--- src/rtl/regfile_sb.sv ---
// Two-read / two-write CPU register file with a per-register busy scoreboard
// and a registered count of outstanding producers for the stall logic.
module regfile_sb #(
  parameter int DATA_W   = 32,
  parameter int ADDR_W   = 5,
  parameter int ZERO_REG = 1,
  parameter int BYPASS   = 1
) (
  input  logic              clk,
  input  logic              rst,
  input  logic              ena,
  input  logic [ADDR_W-1:0] ra_addr,
  output logic [DATA_W-1:0] ra_data,
  output logic              ra_busy,
  input  logic [ADDR_W-1:0] rb_addr,
  output logic [DATA_W-1:0] rb_data,
  output logic              rb_busy,
  input  logic              wa_en,
  input  logic [ADDR_W-1:0] wa_addr,
  input  logic [DATA_W-1:0] wa_data,
  input  logic              wb_en,
  input  logic [ADDR_W-1:0] wb_addr,
  input  logic [DATA_W-1:0] wb_data,
  input  logic              iss_en,
  input  logic [ADDR_W-1:0] iss_addr,
  output logic [ADDR_W:0]   pend_cnt
);

  localparam int DEPTH = 2 ** ADDR_W;
  localparam logic [ADDR_W-1:0] ZERO_ADDR = {ADDR_W{1'b0}};
  localparam logic              HAS_ZERO  = (ZERO_REG != 0);
  localparam logic              HAS_BYP   = (BYPASS != 0);

  logic [DATA_W-1:0] mem_q [DEPTH];
  logic [DATA_W-1:0] mem_d [DEPTH];
  logic [DEPTH-1:0]  busy_q, busy_d;
  logic [ADDR_W:0]   cnt_q, cnt_d;
  logic              wa_ok, wb_ok, iss_ok;
  logic              set_inc, wa_clr, wb_clr;

  // Forwarded read value; r0 is hard-wired and never bypassed.
  function automatic logic [DATA_W-1:0] rd_sel(input logic [ADDR_W-1:0] addr,
                                               input logic [DATA_W-1:0] stored);
    if (!ena || (HAS_ZERO && addr == ZERO_ADDR)) return {DATA_W{1'b0}};
    else if (HAS_BYP && wb_ok && wb_addr == addr) return wb_data;
    else if (HAS_BYP && wa_ok && wa_addr == addr) return wa_data;
    else return stored;
  endfunction

  function automatic logic rd_busy(input logic [ADDR_W-1:0] addr, input logic stored);
    if (!ena) return 1'b0;
    else if (HAS_BYP && ((wa_ok && wa_addr == addr) || (wb_ok && wb_addr == addr))
             && !(iss_ok && iss_addr == addr)) return 1'b0;
    else return stored;
  endfunction

  // Qualified strobes and the incremental pending-count deltas.
  always_comb begin
    wa_ok   = ena & wa_en  & ~(HAS_ZERO & (wa_addr  == ZERO_ADDR));
    wb_ok   = ena & wb_en  & ~(HAS_ZERO & (wb_addr  == ZERO_ADDR));
    iss_ok  = ena & iss_en & ~(HAS_ZERO & (iss_addr == ZERO_ADDR));
    set_inc = iss_ok & ~busy_q[iss_addr];
    // Issue to the written register wins, so that write does not clear it.
    wa_clr  = wa_ok & busy_q[wa_addr] & ~(iss_ok & (iss_addr == wa_addr));
    wb_clr  = wb_ok & busy_q[wb_addr] & ~(iss_ok & (iss_addr == wb_addr))
            & ~(wa_clr & (wa_addr == wb_addr));
    cnt_d   = cnt_q + (ADDR_W+1)'(set_inc) - (ADDR_W+1)'(wa_clr) - (ADDR_W+1)'(wb_clr);
  end

  // Next array contents and busy bits.
  always_comb begin
    for (int i = 0; i < DEPTH; i++) begin
      if (wb_ok && wb_addr == ADDR_W'(i)) mem_d[i] = wb_data;
      else if (wa_ok && wa_addr == ADDR_W'(i)) mem_d[i] = wa_data;
      else mem_d[i] = mem_q[i];

      if (iss_ok && iss_addr == ADDR_W'(i)) busy_d[i] = 1'b1;
      else if ((wa_ok && wa_addr == ADDR_W'(i)) || (wb_ok && wb_addr == ADDR_W'(i)))
        busy_d[i] = 1'b0;
      else busy_d[i] = busy_q[i];
    end
  end

  // Read ports.
  always_comb begin
    ra_data  = rd_sel(ra_addr, mem_q[ra_addr]);
    rb_data  = rd_sel(rb_addr, mem_q[rb_addr]);
    ra_busy  = rd_busy(ra_addr, busy_q[ra_addr]);
    rb_busy  = rd_busy(rb_addr, busy_q[rb_addr]);
    pend_cnt = cnt_q;
  end

  // State registers; ena low leaves every _d equal to its _q.
  always_ff @(posedge clk or posedge rst) begin
    if (rst) begin
      for (int i = 0; i < DEPTH; i++) mem_q[i] <= {DATA_W{1'b0}};
      busy_q <= {DEPTH{1'b0}};
      cnt_q  <= {(ADDR_W+1){1'b0}};
    end else begin
      for (int i = 0; i < DEPTH; i++) mem_q[i] <= mem_d[i];
      busy_q <= busy_d;
      cnt_q  <= cnt_d;
    end
  end

endmodule

--- config.mk ---
export PLATFORM = sky130hd
export DESIGN_NAME = regfile_sb
export DESIGN_NICKNAME = d
export VERILOG_FILES = /design/src/rtl/regfile_sb.sv
export SDC_FILE = /design/constraint.sdc
export NUM_CORES = 2
export LEC_CHECK = 0
export ABC_AREA = 0
export ABC_CLOCK_PERIOD_IN_PS = 37200
export CAP_MARGIN = 15
export CORE_MARGIN = 5
export CORE_UTILIZATION = 30
export CTS_BUF_LIST = sky130_fd_sc_hd__clkbuf_8
export DETAILED_ROUTE_END_ITERATION = 10
export MAX_ROUTING_LAYER = met4
export PLACE_DENSITY_LB_ADDON = 0.3
export SYNTH_ARGS = -nofsm -noshare
export SYNTH_HDL_FRONTEND = slang
export SYNTH_SLANG_ARGS = --single-unit
--- constraint.sdc ---
create_clock -name clk -period 37.2 [get_ports clk]
set_clock_uncertainty 0.1 [all_clocks]
set_input_delay 3.72 -clock clk [delete_from_list [all_inputs] [get_ports clk]]
set_output_delay 3.72 -clock clk [all_outputs]
set_load 0.02 [all_outputs]
; ---- Word-level counts from Yosys, hierarchy flattened
; Cells that the tools add are included.
[op_classes]
div_mod_pow = 0
mux = 154
multipliers = 0
add_sub_neg = 3
reduce_logical = 212
bitwise = 24
eq_ne = 102
order_cmp = 7
shifts = 0
[op_table]
columns = op, n
row1 = 32-bit 2-to-1 mux, 74
row2 = 32-bit binary-select mux with 5-bit select, 2
row3 = 5-bit equality test (second input constant), 48
row4 = 2-bit nonzero test, 64
row5 = 5-bit by 4-bit equality test with 1-bit output (second input constant), 24
row6 = 1-bit logical AND, 104
row7 = 1-bit 2-to-1 mux, 73
row8 = 5-bit by 3-bit equality test with 1-bit output (second input constant), 12
row9 = 5-bit equality test, 9
row10 = 1-bit logical OR, 36
row11 = 5-bit by 2-bit equality test with 1-bit output (second input constant), 6
row12 = 5-bit by 6-bit less-than comparator with 1-bit output (second input constant), 5
row13 = 1-bit binary-select mux with 5-bit select, 5
row14 = 5-bit zero test, 5
row15 = 1-bit bitwise AND, 15
row16 = 5-bit by 1-bit equality test with 1-bit output (second input constant), 3
row17 = 6-bit greater-or-equal comparator (second input constant), 2
row18 = 5-bit inverter with 6-bit output, 2
row19 = 6-bit by 1-bit subtractor with 6-bit output, 2
row20 = 1-bit inverter, 7
row21 = 6-bit by 1-bit adder with 6-bit output, 1
row22 = 1-bit zero test, 3
[word_totals]
n_memories = 0
mem_bits_rw = 0
register_bits = 1062
wordCells = 567
out_inout_bits = 72
latchBits = 0
romBits = 0
input_bits = 95

; ---- Depth between registers and ports, before layout
[depth]
depth_word = 10
depth_mapped = 17
depth_no_buf = 15

; ---- Worst setup path before layout
; OpenSTA, ideal clock, no wires.
[synth_path]
path_type = in2out
startpoint = input port ra_addr[2]
endpoint = output port ra_busy
slack_ns = 27.287
path_stages = 9
arrival_time_ns = 6.093
required_time_ns = 33.380
path_buffers = 4
cell_sequence = buf_2 > buf_4 > buf_4 > buf_2 > xnor2_1 > nand3_1 > nor4_1 > a21oi_1 > a2111oi_0
[synth_via]
elab_chain_cells = 6
word_cells_on_any_way = 13
classes_between = eq/ne (3) / mux (4) / reduce/logical (6)
[synth_rtl]
columns = element, line
row1 = start: declaration, 12  ; input logic [ADDR_W-1:0] ra_addr,
row2 = "parallel branches: the longest is 4 deep, another holds 1-bit binary-select mux with 5-bit select", n/a
row3 = 1-bit 2-to-1 mux (*), 52  ; else if (HAS_BYP && ((wa_ok && wa_addr == addr) || (wb_ok && wb_addr == addr))
row4 = 1-bit 2-to-1 mux (*), 51  ; if (!ena) return 1'b0;
row5 = end: declaration, 14  ; output logic ra_busy,
; Mark *: on every way between the ends. The select of a mux whose other input is x is not followed.

; ---- Worst setup path in the final report
[layout_path]
startpoint = input port wb_addr[1]
endpoint = output port ra_data[5]
[layout_via]
elab_chain_cells = 6
word_cells_on_any_way = 7
classes_between = eq/ne (1) / mux (2) / bitwise (2) / reduce/logical (2)
[layout_rtl]
columns = element, line
row1 = start: declaration, 22  ; input logic [ADDR_W-1:0] wb_addr,
row2 = 5-bit zero test, 60  ; wb_ok = ena & wb_en & ~(HAS_ZERO & (wb_addr == ZERO_ADDR));
row3 = 1-bit inverter, 60
row4 = 1-bit bitwise AND, 60
row5 = 1-bit logical AND (*), 45  ; else if (HAS_BYP && wb_ok && wb_addr == addr) return wb_data;
row6 = 32-bit 2-to-1 mux (*), 45
row7 = 32-bit 2-to-1 mux (*), 44  ; if (!ena || (HAS_ZERO && addr == ZERO_ADDR)) return {DATA_W{1'b0}};
row8 = end: declaration, 13  ; output logic [DATA_W-1:0] ra_data,
; Every way passes the cells marked *; elsewhere a longest branch is shown, timed or not.

==> impl_metrics.json <==
{
  "grt_pass1_wl_microns": 417000,
  "path_class": "input port to primary output",
  "route.met3.wl_microns": 33100,
  "syn_inst": 6416,
  "clockRootBuffer": "clkbuf_8",
  "required_ns": 33.38,
  "synth_nets": 6519,
  "cts_buffers": 187,
  "rsz0062_at_grt": "false",
  "clk_pin_slew_ns": 0.06,
  "worstPathArrival_ns": 9.24,
  "synth_top_cell_area_share": 0.389,
  "max_cap_viol_count": 0,
  "period_share": 0.351,
  "cts_tree": "yes",
  "route.detailed.drc": 0,
  "hold_violations": 0,
  "synth_edf_count": 0,
  "fin_setup_tns_ns": 0,
  "ctsHoldBuffers": 0,
  "ys_seq_area_frac": 0.389,
  "postLayoutCoreUtil": 0.336,
  "highest_layer": "met4",
  "wl_per_cell_microns": 31.7,
  "num_vias": 55100,
  "slew_viol_final": 0,
  "antenna_found_initial": 19,
  "hpwl_microns": 170000,
  "finalNonFillerCells": 9327,
  "cts_resized": 0,
  "dpl.cell_count": 8961,
  "synth_top_cell_by_area": "dfrtp_1",
  "overflow": 0,
  "async_flop_share": 1.00,
  "final_antenna_net_count": 0,
  "place_congestion": 0.883,
  "avgViaCountPerCell": 5.91,
  "max-vdd-ir-drop_v": 0.0000426,
  "start_util": 0.301,
  "postCtsSetupBuffers": 0,
  "synth_ff_type": "dfrtp_1",
  "ys_seq_elements": 1062,
  "worst_pin_slew_ns": 1.33,
  "m1WireLength_microns": 118000,
  "row_count": 175,
  "met2WireLength_microns": 131000,
  "grt_pass1_vias": 53400,
  "max_slew_margin": 0.112,
  "nets": 6247,
  "p_per_area_nw_per_um2": 49.9,
  "first_iter_violations": 7614,
  "drtPass1Iterations": 9,
  "ios": 167,
  "post-route-min-period_ns": 13.06,
  "crit_path_start_kind": "input port",
  "cts_htree_levels": 4,
  "pre_cts_ws_ns": 24.49,
  "syn_area_sq_um": 68300,
  "wirelength_microns": 295000,
  "port_buffers": 166,
  "die_area_sq_um": 237000,
  "crit_fanout": 39,
  "area_growth_pct": 11.7,
  "status": "complete, no violations",
  "holdPathStages": 0,
  "fp.coreArea_sq_um": 227000,
  "grt_max_degree": 154,
  "syn_avg_cell_area_sq_um": 10.6,
  "drive_above_1_share": 0.191,
  "fin_ws_ns": 24.14,
  "max_freq_mhz": 76.6,
  "clockBufferDepth": 3,
  "hold_path.class": "flop to flop",
  "cts.sinks": 1062,
  "clkLatencyLatePin_ns": 0.97,
  "synth_cell_type_count": 71,
  "die-width_microns": 487,
  "yosys_warnings": 0,
  "synth_area_leaders": "dfrtp_1 39%, mux4_2 19%, mux2i_1 16%, a21oi_1 4.8%, nor2_1 3.8%",
  "end_kind": "primary output",
  "holdWs_ns": 0.298,
  "grt_usage": 0.250,
  "p_leak_nw": 32.7,
  "finalSetupViolCount": 0,
  "fillers": 22700,
  "die_y_microns": 487,
  "reg2reg_depth": 13
}
[final cells by class]
type                       count  area, sq um  share of cell area
inverter                      14         60.1            0.000787
tap                         3009         3760              0.0493
clock buffer                 248         3410              0.0447
multi-input combinational   4502        38600               0.505
timing repair buffer         377         3430              0.0449
sequential                  1062        26600               0.348
clock inverter                90          472             0.00618
antenna                       25         62.6            0.000820
[worst max-delay path: stages]
cell and delay, ns:
clkdlybuf4s50_1 1.12, or4_1 0.29, o21bai_4 0.08, or4_4 0.54, buf_4 0.41, nand3b_2 0.96
o21ai_0 0.22, nor3b_1 1.04, clkdlybuf4s50_1 0.80
[cell families (layout without fill, tap and decap cells)]
family,count (synthesis),after routing,share of synthesized area
AO/OA/AOI/OAI,1287,1287,0.102
other,0,25,0
flip-flops,1062,1062,0.389
adder cells (fa/ha/maj),8,8,0.00157
XOR/XNOR,49,49,0.00628
AND/OR/NAND/NOR,1453,1453,0.0884
multiplexers,1705,1705,0.358
buffers and inverters,852,729,0.0538
[Yosys cell counts, types with 20 or more instances]
master / number
a21oi_1: 653
a221oi_1: 24
buf_1: 139
buf_2: 182
buf_4: 40
clkbuf_1: 455
dfrtp_1: 1062
mux2_2: 27
mux2i_1: 1087
mux4_2: 591
nand2_1: 557
nand3_1: 41
nor2_1: 699
nor2b_1: 30
nor3_1: 20
o211ai_1: 32
o21ai_0: 442
o22ai_1: 34
xnor2_1: 28
xor2_1: 21
[routing by layer]
| metal | up-vias | global-route usage |
|---|---|---|
| met5 | - | - |
| met4 | 0 | 0.102 |
| met1 | 28100 | 0.331 |
| li1 | 22900 | - |
| met3 | 638 | 0.0616 |
| met2 | 3523 | 0.366 |
[power breakdown]
| part | switching [mW] | internal [mW] |
|---|---|---|
| logic | 0.457 | 0.537 |
| clock network | 0.545 | 0.607 |
| registers | 0.227 | 1.43 |
[path summary, 6_finish.rpt]
check                            start     endpoint  slack, ns
setup / recovery            wb_addr[1]   ra_data[5]      24.14
hold / removal             mem_q[1010]  mem_q[1010]       0.30
setup reg to reg            busy_q[24]  pend_cnt[5]      33.25
hold reg to reg            mem_q[1010]  mem_q[1010]       0.30
max in group asynchronous          rst   mem_q[214]      30.22
min in group asynchronous          rst    mem_q[36]       3.21
[cell usage in the layout (no fill, tap or decap), drive strengths merged, types with 10 or more instances in the layout]
cell	synthesis	final
nor4	26	26
xnor2	28	28
a22oi	19	19
mux2i	1087	1087
a211oi	19	19
nand2	559	559
a21oi	653	653
inv	13	86
nor3b	20	20
diode	0	25
o21ai	442	442
nand3b	18	18
nand3	43	43
clkdlybuf4s50	0	156
mux2	27	27
a32o	11	11
dfrtp	1062	1062
buf	373	221
mux4	591	591
nor2b	30	30
xor2	21	21
a221oi	24	24
o21bai	10	10
o211ai	32	32
nor2	700	700
nand2b	10	10
clkbuf	465	248
nor3	20	20
o22ai	34	34
[state kept, by name, summed over array words and instances (netlist names)]
register / cells
mem_q: 1024
busy_q: 32
pend_cnt: 6
[metrics by stage]
step / area, sq um / total power, mW
floorplan: 68300 / 2.35
global placement: 72200 / 2.62
detailed placement: 72300 / 2.66
CTS: 76200 / 3.81
global route: 76300 / 3.99
finish: 76300 / 3.81
Power figures use the tool's default switching activity.
